--- src/rtl/mouse_packet_tracker.sv ---
// PS/2 mouse packet tracker: assembles 3-byte (or 4-byte IntelliMouse)
// packets from a byte stream, integrates the movement deltas into a clamped
// on-screen cursor position and latches button and wheel state.
module mouse_packet_tracker #(
    parameter int SCREEN_W    = 320,
    parameter int SCREEN_H    = 240,
    parameter int X_W         = 10,
    parameter int Y_W         = 9,
    parameter int SENS_SHIFT  = 0,
    parameter int WHEEL_EN    = 0,
    parameter int TIMEOUT_CYC = 50000
) (
    input  logic           clk,
    input  logic           reset,
    input  logic [7:0]     received_data,
    input  logic           received_data_en,
    input  logic           recenter,
    output logic [X_W-1:0] x_position,
    output logic [Y_W-1:0] y_position,
    output logic           left_button,
    output logic           right_button,
    output logic           middle_button,
    output logic [3:0]     wheel_delta,
    output logic           packet_valid,
    output logic           sync_error
);

    typedef enum logic [2:0] {
        ST_IDLE,
        ST_B2,
        ST_B3,
        ST_B4,
        ST_APPLY
    } state_t;

    localparam int             TO_W     = $clog2(TIMEOUT_CYC + 1);
    localparam logic [X_W-1:0] X_CENTER = X_W'(SCREEN_W / 2);
    localparam logic [Y_W-1:0] Y_CENTER = Y_W'(SCREEN_H / 2);
    localparam logic [X_W-1:0] X_MAX    = X_W'(SCREEN_W - 1);
    localparam logic [Y_W-1:0] Y_MAX    = Y_W'(SCREEN_H - 1);

    state_t            r_state;
    state_t            w_next_state;
    logic [TO_W-1:0]   r_timeout;

    // Skid register: holds a byte that arrives while APPLY is busy.
    logic [7:0]        r_skid;
    logic              r_skid_valid;

    // Byte 1 is kept as named fields; bit 3 is only the framing marker.
    logic [2:0]        r_btn;
    logic              r_x_sign;
    logic              r_y_sign;
    logic              r_x_ovf;
    logic              r_y_ovf;
    logic [7:0]        r_byte2;
    logic [7:0]        r_byte3;
    logic [3:0]        r_byte4;

    logic [X_W-1:0]    r_x;
    logic [Y_W-1:0]    r_y;
    logic [2:0]        r_btn_out;
    logic [3:0]        r_wheel;
    logic              r_packet_valid;
    logic              r_sync_error;

    logic              w_in_valid;
    logic [7:0]        w_in_data;
    logic              w_timeout_hit;
    logic              w_in_packet;
    logic              w_cap1;
    logic              w_cap2;
    logic              w_cap3;
    logic              w_cap4;
    logic              w_sync_err;

    logic signed [8:0]     w_dx;
    logic signed [8:0]     w_dy;
    logic signed [8:0]     w_dx_scaled;
    logic signed [8:0]     w_dy_scaled;
    logic signed [X_W+1:0] w_dx_ext;
    logic signed [Y_W+1:0] w_dy_ext;
    logic signed [X_W+1:0] w_new_x;
    logic signed [Y_W+1:0] w_new_y;
    logic [X_W-1:0]        w_clamp_x;
    logic [Y_W-1:0]        w_clamp_y;

    // A pending skid byte is consumed before any fresh strobe.
    assign w_in_valid    = (r_state != ST_APPLY) && (r_skid_valid || received_data_en);
    assign w_in_data     = r_skid_valid ? r_skid : received_data;
    assign w_in_packet   = (r_state == ST_B2) || (r_state == ST_B3) || (r_state == ST_B4);
    assign w_timeout_hit = (r_timeout == TO_W'(TIMEOUT_CYC - 1));

    // Next-state and byte-capture decode for the packet assembler.
    always_comb begin
        // NOTE: every always_comb output gets a default first so no path leaves it unassigned (no latch).
        w_next_state = r_state;
        w_cap1       = 1'b0;
        w_cap2       = 1'b0;
        w_cap3       = 1'b0;
        w_cap4       = 1'b0;
        w_sync_err   = 1'b0;
        case (r_state)
            ST_IDLE: begin
                if (w_in_valid) begin
                    if (w_in_data[3]) begin
                        w_cap1       = 1'b1;
                        w_next_state = ST_B2;
                    end else begin
                        w_sync_err = 1'b1;
                    end
                end
            end
            ST_B2: begin
                if (w_in_valid) begin
                    w_cap2       = 1'b1;
                    w_next_state = ST_B3;
                end else if (w_timeout_hit) begin
                    w_sync_err   = 1'b1;
                    w_next_state = ST_IDLE;
                end
            end
            ST_B3: begin
                if (w_in_valid) begin
                    w_cap3       = 1'b1;
                    w_next_state = (WHEEL_EN != 0) ? ST_B4 : ST_APPLY;
                end else if (w_timeout_hit) begin
                    w_sync_err   = 1'b1;
                    w_next_state = ST_IDLE;
                end
            end
            ST_B4: begin
                if (w_in_valid) begin
                    w_cap4       = 1'b1;
                    w_next_state = ST_APPLY;
                end else if (w_timeout_hit) begin
                    w_sync_err   = 1'b1;
                    w_next_state = ST_IDLE;
                end
            end
            ST_APPLY: w_next_state = ST_IDLE;
            default:  w_next_state = ST_IDLE;
        endcase
    end

    // Movement deltas, sensitivity scaling and clamped new cursor position.
    always_comb begin
        w_dx        = r_x_ovf ? 9'sd0 : $signed({r_x_sign, r_byte2});
        w_dy        = r_y_ovf ? 9'sd0 : $signed({r_y_sign, r_byte3});
        w_dx_scaled = w_dx >>> SENS_SHIFT;
        w_dy_scaled = w_dy >>> SENS_SHIFT;
        w_dx_ext    = {{(X_W - 7){w_dx_scaled[8]}}, w_dx_scaled};
        w_dy_ext    = {{(Y_W - 7){w_dy_scaled[8]}}, w_dy_scaled};
        // PS/2 reports +y as up while row 0 is the top of the screen.
        w_new_x     = $signed({2'b00, r_x}) + w_dx_ext;
        w_new_y     = $signed({2'b00, r_y}) - w_dy_ext;

        w_clamp_x = w_new_x[X_W-1:0];
        if (w_new_x[X_W+1]) begin
            w_clamp_x = '0;
        end else if (w_new_x > $signed({2'b00, X_MAX})) begin
            w_clamp_x = X_MAX;
        end

        w_clamp_y = w_new_y[Y_W-1:0];
        if (w_new_y[Y_W+1]) begin
            w_clamp_y = '0;
        end else if (w_new_y > $signed({2'b00, Y_MAX})) begin
            w_clamp_y = Y_MAX;
        end
    end

    // State register, inter-byte timeout counter and skid register.
    // NOTE: asynchronous active-low reset lives in the sensitivity list; it clears every register.
    always_ff @(posedge clk or negedge reset) begin
        if (!reset) begin
            r_state      <= ST_IDLE;
            r_timeout    <= '0;
            r_skid       <= '0;
            r_skid_valid <= 1'b0;
        end else begin
            // NOTE: sequential state uses non-blocking assignments so all registers update together.
            r_state <= w_next_state;

            if (w_in_packet && !w_in_valid && !w_timeout_hit) begin
                r_timeout <= r_timeout + TO_W'(1);
            end else begin
                r_timeout <= '0;
            end

            if (r_state == ST_APPLY) begin
                if (received_data_en) begin
                    r_skid       <= received_data;
                    r_skid_valid <= 1'b1;
                end
            end else if (r_skid_valid) begin
                if (received_data_en) begin
                    r_skid <= received_data;
                end else begin
                    r_skid_valid <= 1'b0;
                end
            end
        end
    end

    // Packet byte storage.
    always_ff @(posedge clk or negedge reset) begin
        if (!reset) begin
            r_btn    <= '0;
            r_x_sign <= 1'b0;
            r_y_sign <= 1'b0;
            r_x_ovf  <= 1'b0;
            r_y_ovf  <= 1'b0;
            r_byte2  <= '0;
            r_byte3  <= '0;
            r_byte4  <= '0;
        end else begin
            if (w_cap1) begin
                r_btn    <= w_in_data[2:0];
                r_x_sign <= w_in_data[4];
                r_y_sign <= w_in_data[5];
                r_x_ovf  <= w_in_data[6];
                r_y_ovf  <= w_in_data[7];
            end
            if (w_cap2) r_byte2 <= w_in_data;
            if (w_cap3) r_byte3 <= w_in_data;
            if (w_cap4) r_byte4 <= w_in_data[3:0];
        end
    end

    // Output registers: cursor, buttons, wheel and status pulses.
    always_ff @(posedge clk or negedge reset) begin
        if (!reset) begin
            r_x            <= X_CENTER;
            r_y            <= Y_CENTER;
            r_btn_out      <= '0;
            r_wheel        <= '0;
            r_packet_valid <= 1'b0;
            r_sync_error   <= 1'b0;
        end else begin
            r_packet_valid <= (r_state == ST_APPLY);
            r_sync_error   <= w_sync_err;

            // Recenter overrides a coincident packet's movement only.
            if (recenter) begin
                r_x <= X_CENTER;
                r_y <= Y_CENTER;
            end else if (r_state == ST_APPLY) begin
                r_x <= w_clamp_x;
                r_y <= w_clamp_y;
            end

            if (r_state == ST_APPLY) begin
                r_btn_out <= r_btn;
                r_wheel   <= (WHEEL_EN != 0) ? r_byte4 : 4'd0;
            end
        end
    end

    assign x_position    = r_x;
    assign y_position    = r_y;
    assign left_button   = r_btn_out[0];
    assign right_button  = r_btn_out[1];
    assign middle_button = r_btn_out[2];
    assign wheel_delta   = r_wheel;
    assign packet_valid  = r_packet_valid;
    assign sync_error    = r_sync_error;

endmodule
--- config.mk ---
export PLATFORM = sky130hd
export DESIGN_NAME = mouse_packet_tracker
export DESIGN_NICKNAME = d
export VERILOG_FILES = /design/src/rtl/mouse_packet_tracker.sv
export SDC_FILE = /design/constraint.sdc
export NUM_CORES = 1
export LEC_CHECK = 0
export ABC_AREA = 1
export BUFFER_PORTS_ARGS = -buffer_cell sky130_fd_sc_hd__buf_2
export CAP_MARGIN = 20
export CORE_MARGIN = 2
export CORE_UTILIZATION = 54
export DETAILED_ROUTE_END_ITERATION = 6
export HOLD_SLACK_MARGIN = 0.06
export PLACE_DENSITY = 0.75
export SKIP_LAST_GASP = 1
export SYNTH_ARGS = -nofsm -noshare
export SYNTH_HDL_FRONTEND = slang
export SYNTH_SLANG_ARGS = --single-unit
export TNS_END_PERCENT = 5
--- constraint.sdc ---
create_clock -name clk -period 2.5 [get_ports clk]
set_clock_uncertainty 0.2 [all_clocks]
set_input_delay 0.375 -clock clk [delete_from_list [all_inputs] [get_ports clk]]
set_output_delay 0.375 -clock clk [all_outputs]
set_load 0.02 [all_outputs]
# Yosys cells after proc, flatten, opt, wreduce, memory -nomap -nowiden
# Cells that the tools add are included.
[word_totals] romBits=0 latchBits=0 in_bits=12 out_inout_bits=28 ram_bits=0 mem_count=0 regBits=75
[classes] reduce_logical=14 n_div=0 n_bitwise=0 eq_ne=9 mul=0 muxes=36 add_sub_neg=3 order_cmp=2 shifts=0
[ops] op="$mux W9" n=6
[ops] op="$mux W10" n=4
[ops] op="$mux W8" n=4
[ops] op="$add A16 B1 Y16 const B" n=1
[ops] op="$eq A16 B16 Y1 const B" n=1
[ops] op="$mux W16" n=1
[ops] op="$mux W3" n=5
[ops] op="$mux W1" n=14
[ops] op="$add A11 B9 Y12" n=1
[ops] op="$gt A12 B10 Y1 const B" n=1
[ops] op="$gt A11 B9 Y1 const B" n=1
[ops] op="$sub A10 B9 Y11" n=1
[ops] op="$pmux W3 S3" n=1
[ops] op="$eq A3 B2 Y1 const B" n=2
[ops] op="$ne A2 B2 Y1 const B" n=3
[ops] op="$reduce_bool A2 Y1" n=2
[ops] op="$eq A3 B1 Y1 const B" n=1
[ops] op="$eq A3 B3 Y1 const B" n=1
[ops] op="$logic_and A1 B1 Y1" n=3
[ops] op="$logic_not A3 Y1" n=1
[ops] op="$logic_or A1 B1 Y1" n=3
[ops] op="$ne A3 B3 Y1 const B" n=1
[ops] op="$reduce_or A3 Y1" n=1
[ops] op="$logic_not A1 Y1" n=2
[ops] op="3 further kinds" n=3

# Depth between registers and ports, before layout
[depth] word_depth=7 depth_mapped=18 ltp_nobuf=18

# Least setup slack after synthesis
# No wires, ideal clock.
[synth_timing] path_type="flip-flop to flip-flop" startpoint="register r_x_ovf" endpoint="register r_x[4], in the netlist x_position[4]" stages_incl_launch_ff=18 n_path_buf=1 setup_slack_ns=0.116 period_less_slack_ns=2.384 t_arrival_ns=2.067 setup_ns=0.117 cell_sequence="dfrtp_1 buf_2 nor2_1 ha_1 inv_1 fa_1 inv_1 nand3_1 nand3_1 nand2_1 nand3_1 nand2_1 nand2_2 nand4_4 nand2_4 nand2_1 nand2_1 nand2_1"
[synth_via] elab_chain_len=7
[synth_rtl] item="start: declaration" line="54" text="logic r_x_ovf;"
[synth_rtl] item="start signal: assignment" line="222" text="r_x_ovf <= w_in_data[6];"
[synth_rtl] item="$mux W9 *" line="148" text="w_dx = r_x_ovf ? 9'sd0 : $signed({r_x_sign, r_byte2});"
[synth_rtl] item="$add A11 B9 Y12 *" line="155" text="w_new_x = $signed({2'b00, r_x}) + w_dx_ext;"
[synth_rtl] item="$gt A12 B10 Y1" line="161" text="end else if (w_new_x > $signed({2'b00, X_MAX})) begin"
[synth_rtl] item="$mux W10" line="161"
[synth_rtl] item="$mux W10 *" line="159" text="if (w_new_x[X_W+1]) begin"
[synth_rtl] item="$mux W10 *" line="248" text="end else if (r_state == ST_APPLY) begin"
[synth_rtl] item="$mux W10 *" line="245" text="if (recenter) begin"
[synth_rtl] item="end signal: assignment" line="249" text="r_x <= w_clamp_x;"
[synth_rtl] item="end: declaration" line="60" text="logic [X_W-1:0] r_x;"
# Every way passes the cells marked *; elsewhere a longest branch is shown, timed or not. The select of a mux whose other input is x is not followed.
# A chain may end at the register's enable or synchronous reset.

# Final worst setup path
[layout_timing] startpoint="register r_y_ovf" endpoint="register r_y[4], in the netlist y_position[4]"
[layout_via] elab_chain_len=7
[layout_rtl] item="start: declaration" line="55" text="logic r_y_ovf;"
[layout_rtl] item="start signal: assignment" line="223" text="r_y_ovf <= w_in_data[7];"
[layout_rtl] item="$mux W9 *" line="149" text="w_dy = r_y_ovf ? 9'sd0 : $signed({r_y_sign, r_byte3});"
[layout_rtl] item="$sub A10 B9 Y11 *" line="156" text="w_new_y = $signed({2'b00, r_y}) - w_dy_ext;"
[layout_rtl] item="$gt A11 B9 Y1" line="168" text="end else if (w_new_y > $signed({2'b00, Y_MAX})) begin"
[layout_rtl] item="$mux W9" line="168"
[layout_rtl] item="$mux W9 *" line="166" text="if (w_new_y[Y_W+1]) begin"
[layout_rtl] item="$mux W9 *" line="248"
[layout_rtl] item="$mux W9 *" line="245"
[layout_rtl] item="end signal: assignment" line="250" text="r_y <= w_clamp_y;"
[layout_rtl] item="end: declaration" line="61" text="logic [Y_W-1:0] r_y;"
# Marks and branches as above.

==> metrics.cfg <==
[timing]
fin_setup_tns_ns = -0.002861
holdWs_ns = 0.07613
slew_violations = 0
layout_min_cycle_time_ns = 2.503
finalSetupViolations = 1
worst_pin_slew_ns = 0.9128
rsz0062_at_grt = yes
hold_viol_final = 0
finalCritPeriodShare_pct = 100.1
fin_ws_ns = -0.002861
fmax_mhz = 399.5
relSlewSlack_pct = 38.74

[final_layout]
fin_nets = 709
final_core_util_pct = 66.02
diodes = 0
finish.instance_area_um2 = 5451
drive_gt1_share_pct = 21.83
syn_to_final_growth_pct = 17.66
finalNonFillerCells = 783

[grt]
grt_max_degree = 76
grt_first_pass_wirelength_um = 17950
antenna_found_initial = 0
grt.total_usage_pct = 23.31
first_global_vias = 3933
grt_overflow_total = 0

[logic_synthesis]
ys.flop_type = dfrtp_1
ys_ff_latch = 75
synth_area_um2 = 4633
seq_area_frac_synth_pct = 40.67
synth.most_common_cell = nand2_1
synth_edf_count = 0
synth.avg_cell_area_um2 = 7.473
netlist_top_cells_area = dfrtp_1, nand2_1, inv_1
synth.distinct_cells = 48
synth_area_leader_cell = dfrtp_1
yosys_warnings = 0
synth_top_cell_area_share_pct = 37.27
synthTopCellsByCount = nand2_1, inv_1, dfrtp_1
netlist_instances = 620
async_reset_ff_share_pct = 100.0

[die]
rows = 33
die_w_um = 96.63
core_area_um2 = 8258
die_h_um = 96.63
io_pins = 40
dieArea_um2 = 9337
initial_core_util_pct = 56.11

[detailed_routing]
finalWirelength_um = 10990
vias = 4117
vias_per_cell = 5.258
first_iter_violations = 204
final_antenna_net_count = 0
drc_errors = 0
routedWlPerCell_um = 14.03
drtPass1Iterations = 6

[hold_path]
hp-class = in2reg

[worst_setup_path]
critPathCaptureType = flop
cp.required_ns = 2.60
crit_type = reg2reg
critical_path.startpoint_type = flop
critPathMaxFanout = 8
worstPathArrival_ns = 2.61

[cts]
cts-root-buf = clkbuf_8
cts_num_sinks = 75
htreeDepth = 3
clkTransAtPathRegs_ns = 0.09
cts_tree = done
cts_buffers = 9
clock_latency_ns = 0.37
cts_buffer_depth = 2

[run_status]
violations = setup timing
outcome = finished with violations

[placement]
io_buffers = 35
dpl_worst_slack_ns = 0.008151
place_congestion = 0.9300
placed_area_um2 = 4986
place_hpwl_um = 8008
dp_cells = 762

[power_and_ir_drop]
p_leak_nw = 2.717
power_density_nw_per_um2 = 1135
ir_drop_v = 0.0005204
power_mw = 6.187

[job]
drv_cap = 0

-- final timing paths --
check	start	end	slack, ns	depth (start not counted)
min in group asynchronous	reset	r_timeout[8]	0.34	3
setup / recovery	r_y_ovf	y_position[4]	-0.003	15
setup reg to reg	r_y_ovf	y_position[4]	-0.003	15
max in group asynchronous	reset	x_position[7]	1.38	3
hold reg to reg	r_timeout[0]	r_timeout[0]	0.28	1
hold / removal	received_data[4]	r_skid[4]	0.08	3
-- registers in the layout, indices dropped and copies added, names as in the netlist, 3 cells and up --
signal and count:
r_btn 3, r_btn_out 3, r_byte2 8, r_byte3 8, r_skid 8, r_state 3
r_timeout 16, x_position 10, y_position 9
-- layout by cell type (no fill, tap or decap), drive strengths merged --
cell type / n
a211oi: 1
a21o: 1
a21oi: 17
a22oi: 1
a31oi: 1
buf: 50
bufinv: 1
clkbuf: 9
clkinvlp: 2
conb: 4
dfrtp: 69
dfstp: 6
dlygate4sd3: 2
fa: 2
ha: 22
inv: 103
mux2: 2
nand2: 197
nand3: 26
nand3b: 3
nand4: 11
nor2: 61
nor3: 10
nor3b: 5
nor4: 5
o21ai: 46
o21bai: 4
o31ai: 1
o32ai: 1
or2: 4
xnor2: 3
xor2: 8
-- report_power, final --
part	total (mW)	switching (mW)	internal, mW	leakage [nW]
logic	3.37	2.11	1.26	1.65
clock network	1.00	0.524	0.478	0.0988
registers	1.81	0.242	1.57	0.969
-- kinds of logic after synthesis --
group,Yosys count,share of synthesized area [%]
and+or+nand+nor,322,31.51
adders and majority gates,24,6.805
buffers and inverters,112,9.533
AOI/OAI and AO/OA,73,8.831
other,1,0.08094
DFF,75,40.67
muxes,2,0.4861
xor gates and xnor gates,11,2.080
-- critical path: stages, from the launching register on --
cell and delay [ns]:
dfrtp_1 0.44, inv_2 0.13, nand2_1 0.11, ha_4 0.31, nand2_1 0.11, nor2_1 0.13
nand2_1 0.08, nand3_1 0.14, nand2_1 0.09, nand3_1 0.08, nand2_1 0.10, nor2_4 0.13
nand2_2 0.10, nor2_1 0.15, nand3_1 0.09, nand2_1 0.07
-- layer usage --
metal	global-route usage [%]	vias up	part of all wire, %
met5	0	-	0
met4	8.234	0	1.6
li1	-	2052	-
met3	4.552	20	4.9
met1	32.94	1942	46
met2	36.00	103	48
-- layout make-up --
class                      count  area, um2
timing repair buffer          52      322.8
clock buffer                   9      123.9
inverter                      99      371.6
fill                         711       2806
multi-input combinational    436       2534
sequential                    75       1886
tap                          105      131.4
clock inverter                 7      82.58
-- timing repair --
| action | in CTS | in global routing |
|---|---|---|
| pin swaps | 0 | 14 |
| endpoints found under the hold margin | 70 | 0 |
| setup buffers | 1 | 2 |
| hold buffers | 2 | 0 |
| gates cloned | 0 | 0 |
| setup endpoints to repair | 2 | 17 |
| resized for setup | 0 | 50 |
No activity file was read; power rests on OpenSTA's default activity.
